$ cat src/rtl/serial_magnitude_comparator.sv
// Bit-serial unsigned magnitude comparator: eq/gt/lt/diff of two latched operands, scanned MSB first.
// Latency: start accepted at edge k -> valid pulse between edges k+WIDTH and k+WIDTH+1.
// Backpressure: ready=1 only in IDLE; start while busy is dropped, not queued.
//
// Ports: clk/rst_n (async active-low); start/a/b request; ready; valid (1-cycle
// pulse); eq/gt/lt/diff hold the last result until the next one is posted.
module serial_magnitude_comparator #(
    parameter int WIDTH = 5
) (
    input  logic             clk,
    input  logic             rst_n,
    input  logic             start,
    input  logic [WIDTH-1:0] a,
    input  logic [WIDTH-1:0] b,
    output logic             ready,
    output logic             valid,
    output logic             eq,
    output logic             gt,
    output logic             lt,
    output logic             diff
);

    localparam int CW = $clog2(WIDTH);

    typedef enum logic [1:0] {
        IDLE  = 2'd0,
        SHIFT = 2'd1,
        DONE  = 2'd2
    } state_t;

    state_t           state;
    state_t           state_next;
    logic [WIDTH-1:0] sa;
    logic [WIDTH-1:0] sb;
    logic [CW-1:0]    cnt;
    logic             gt_i;
    logic             lt_i;
    logic             gt_n;
    logic             lt_n;
    logic             undecided;

    // Single compare cell: only the first differing bit pair (from the MSB)
    // may set a flag; once either flag is set both stay frozen.
    always_comb begin
        undecided = ~gt_i & ~lt_i;
        gt_n      = gt_i | (undecided &  sa[WIDTH-1] & ~sb[WIDTH-1]);
        lt_n      = lt_i | (undecided & ~sa[WIDTH-1] &  sb[WIDTH-1]);
    end

    always_ff @(posedge clk or negedge rst_n) begin
        if (!rst_n) begin
            state <= IDLE;
        end else begin
            state <= state_next;
        end
    end

    always_comb begin
        state_next = state;
        ready      = 1'b0;
        valid      = 1'b0;
        case (state)
            IDLE: begin
                ready = 1'b1;
                if (start) begin
                    state_next = SHIFT;
                end
            end
            SHIFT: begin
                if (cnt == '0) begin
                    state_next = DONE;
                end
            end
            DONE: begin
                valid      = 1'b1;
                state_next = IDLE;
            end
            default: begin
                state_next = IDLE;
            end
        endcase
    end

    always_ff @(posedge clk or negedge rst_n) begin
        if (!rst_n) begin
            sa   <= '0;
            sb   <= '0;
            cnt  <= '0;
            gt_i <= 1'b0;
            lt_i <= 1'b0;
            eq   <= 1'b0;
            gt   <= 1'b0;
            lt   <= 1'b0;
            diff <= 1'b0;
        end else begin
            case (state)
                IDLE: begin
                    if (start) begin
                        sa   <= a;
                        sb   <= b;
                        gt_i <= 1'b0;
                        lt_i <= 1'b0;
                        cnt  <= CW'(WIDTH - 1);
                    end
                end
                SHIFT: begin
                    gt_i <= gt_n;
                    lt_i <= lt_n;
                    sa   <= {sa[WIDTH-2:0], 1'b0};
                    sb   <= {sb[WIDTH-2:0], 1'b0};
                    if (cnt == '0) begin
                        // Publish on the same edge that enters DONE, using the
                        // flag values that already include the LSB pair.
                        gt   <= gt_n;
                        lt   <= lt_n;
                        eq   <= ~(gt_n | lt_n);
                        diff <= gt_n | lt_n;
                    end else begin
                        cnt <= cnt - 1'b1;
                    end
                end
                default: begin
                end
            endcase
        end
    end

endmodule
$ cat config.mk
export PLATFORM = sky130hd
export DESIGN_NAME = serial_magnitude_comparator
export DESIGN_NICKNAME = d
export VERILOG_FILES = /design/src/rtl/serial_magnitude_comparator.sv
export SDC_FILE = /design/constraint.sdc
export NUM_CORES = 1
export LEC_CHECK = 0
export BUFFER_PORTS_ARGS = -buffer_cell sky130_fd_sc_hd__buf_4
export CORE_MARGIN = 2
export CORE_UTILIZATION = 30
export DETAILED_ROUTE_END_ITERATION = 8
export HOLD_SLACK_MARGIN = 0.05
export SLEW_MARGIN = 40
export SYNTH_ARGS = -nofsm -noshare
export SYNTH_HDL_FRONTEND = slang
export SYNTH_SLANG_ARGS = --single-unit
$ cat constraint.sdc
create_clock -name clk -period 1.55 [get_ports clk]
set_clock_uncertainty 0.1 [all_clocks]
set_input_delay 0.155 -clock clk [delete_from_list [all_inputs] [get_ports clk]]
set_output_delay 0.155 -clock clk [all_outputs]
set_load 0.01 [all_outputs]
==> results.toml <==
[status]
outcome = "completed"

[cts]
cts_buffers = 3
clkLatencyLatePin_ns = 0.31
cts_tree = "yes"
cts_sinks = 21
clk_path_buf_depth = 2
clk_pin_slew_ns = 0.11
postCtsSetupBuffers = 0
htreeDepth = 1
cts_root_buf = "clkbuf_4"

[critical_path]
cp_slowest_cell = "dfrtp_2"
critPathCaptureType = "primary output"
path_class = "flop to primary output"
slowest_delay_ns = 0.48
crit_path_frequent_cell = "buf_4"
cp_max_fo = 10
arrival_ns = 1.19
required_ns = 1.29
worstSetupStartpointType = "flop"
crit_chain = "buf_4 -> nor2_1 -> buf_4"

[synth]
seq_area_frac_synth = 0.4953
ys_warn_count = 0
synth_top_area_cell = "dfrtp_1"
avgSynthCellArea_um2 = 9.390
synth.distinct_cells = 27
netlist.area_leader.share = 0.4953
async_flop_share = 1.000
synth_edf_count = 0
syn_inst = 113
synth.area.top_cells = "dfrtp_1 50%, o21ai_0 7.5%, nor2b_1 5.9%"
synth_nets = 128
ys.flop_type = "dfrtp_1"
netlist_area_um2 = 1061
synth_seq_cells = 21
synthTopCellsByCount = "21 x dfrtp_1, 16 x o21ai_0, 10 x nor2b_1"
post-synth-top-count-cell = "dfrtp_1"

[placement]
place_area_um2 = 1234
dpl_worst_slack_ns = -0.01864
dp_hpwl_um = 1514
gp_congestion = 0.7570
portBuffers = 18

[hold_path]
hold_class = "input port to flop"

[sta]
final_hold_viol_count = 0
fin_crit_ns = 1.447
maxSlewHeadroom = 0.5930
tns_ns = 0
fin_crit_sh = 0.9335
setup_ws_ns = 0.1030
fmax_mhz = 691.1
setup_viol = 0
rsz0062_at_grt = "no"
slew_viol_final = 0
worst_slew_pin_slew_ns = 0.6093
holdWs_ns = 0.07671

[layout]
stdcell_area_um2 = 1356
final_layout_size_suffix_gt1_frac = 0.2214
nets = 156
post-route-util = 0.4033
nFillCells = 362
n_antenna_cell = 0
area_delta_synth_final_pct = 27.83

[global_route]
grt_max_degree = 22
grt_first_pass_wirelength_um = 3926
antenna_found_initial = 0
grt_pass1_vias = 851
grt-ovfl-total = 0
grt_usage = 0.1256

[floorplanning]
rows = 21
die_h_um = 63.47
initial_core_util = 0.3155
design.die.area_um2 = 4028
pin_count = 19
die_w_um = 63.47
core_area_um2 = 3363

[drt]
first_iter_violations = 37
viasPerCell = 4.801
dr.pass1.iters = 4
antenna_left = 0
num_vias = 893
wire_per_inst_um = 11.95
drc = 0
wl_um = 2222

[power_and_ir_drop]
ir_worst_vdd_uv = 662.0
p_leak_nw = 0.6027
powerDensity_nw_per_um2 = 1719

[run]
max_cap_viol_count = 0
==> cell usage in the layout, fill, tap and decap left out, types with 3 or more instances in the layout <==
cell type / Yosys / final
a21oi_1: 9 / 9
a22oi_1: 6 / 6
buf_4: 1 / 21
clkbuf_4: 0 / 3
dfrtp_1: 21 / 19
dlygate4sd3_1: 0 / 9
inv_1: 5 / 5
nand2_1: 9 / 9
nor2_1: 9 / 9
nor2b_1: 10 / 9
o21ai_0: 16 / 16
==> routing by layer <==
layer  vias to the layer above  part of all wire  GRT usage
met5                         -                 0          0
met4                         0             0.011    0.04076
met3                         4             0.056    0.03929
met2                        22              0.47     0.2013
met1                       426              0.46     0.1606
li1                        441                 -          -
==> area by class of cell <==
| cell class | instances | area (um2) | share of cell area |
|---|---|---|---|
| clock buffers | 3 | 22.52 | 0.01661 |
| clock inverters | 1 | 5.005 | 0.003690 |
| inverters | 5 | 18.77 | 0.01384 |
| flip-flops and latches | 21 | 528.0 | 0.3893 |
| repair buffers | 30 | 247.7 | 0.1827 |
| multi-input cells | 80 | 476.7 | 0.3515 |
| well taps | 46 | 57.56 | 0.04244 |
==> per-stage QoR <==
stage,total power [W],cells
finish,0.002331,186
global route,0.002567,186
CTS,0.002353,186
detailed placement,0.002049,173
global placement,0.002023,173
floorplan,0.001741,113
==> where the power goes <==
part | switching (W) | leakage [nW] | internal (W)
logic | 0.000535 | 0.325 | 0.000517
clock network | 0.000173 | 0.0177 | 0.0000966
registers | 0.000220 | 0.260 | 0.000790
total | 0.000928 | 0.603 | 0.00140
==> kinds of logic (layout without fill, tap and decap cells) <==
| kind of cell | after synthesis | after routing | share of synthesized area |
|---|---|---|---|
| AND/OR/NAND/NOR | 38 | 38 | 0.1910 |
| AO/OA/AOI/OAI | 37 | 37 | 0.2052 |
| flip-flops | 21 | 21 | 0.4953 |
| buffers and inverters | 12 | 39 | 0.05777 |
| adder cells (fa/ha/maj) | 2 | 2 | 0.02358 |
| multiplexers | 2 | 2 | 0.01887 |
| XOR/XNOR | 1 | 1 | 0.008256 |
==> sequential cells by signal, summed over array words and instances, names as in the netlist <==
| name | cells |
|---|---|
| state | 2 |
| sb | 5 |
| lt_i | 1 |
| lt | 1 |
| gt_i | 1 |
| eq | 1 |
| sa | 5 |
| diff | 1 |
| gt | 1 |
| cnt | 3 |
==> repair_timing <==
action	in CTS	in global routing
setup endpoints to repair	7	9
hold buffers	9	0
gates cloned	0	0
hold endpoints to repair	29	0
gates resized for setup	1	3
==> critical path: cells and delay by family (launching register included) <==
family	cells	cell delay, ns
flops	1	0.48
simple gates	1	0.10
buf+inv	2	0.31
==> worst paths after layout <==
path / endpoint / start / slack (ns) / depth (start not counted)
setup / recovery: ready / state[0]$_DFFE_PN0P_ / 0.10 / 3
hold / removal: sb[2]$_DFFE_PN0P_ / b[2] / 0.08 / 3
setup reg to reg: diff$_DFFE_PN0P_ / cnt[0]$_DFFE_PN0P_ / 0.12 / 5
hold reg to reg: diff$_DFFE_PN0P_ / diff$_DFFE_PN0P_ / 0.41 / 1
max in group asynchronous: state[0]$_DFFE_PN0P_ / rst_n / 0.97 / 2
min in group asynchronous: cnt[2]$_DFFE_PN0P_ / rst_n / 0.14 / 2
Note: power is estimated with default switching activity, not from simulation.
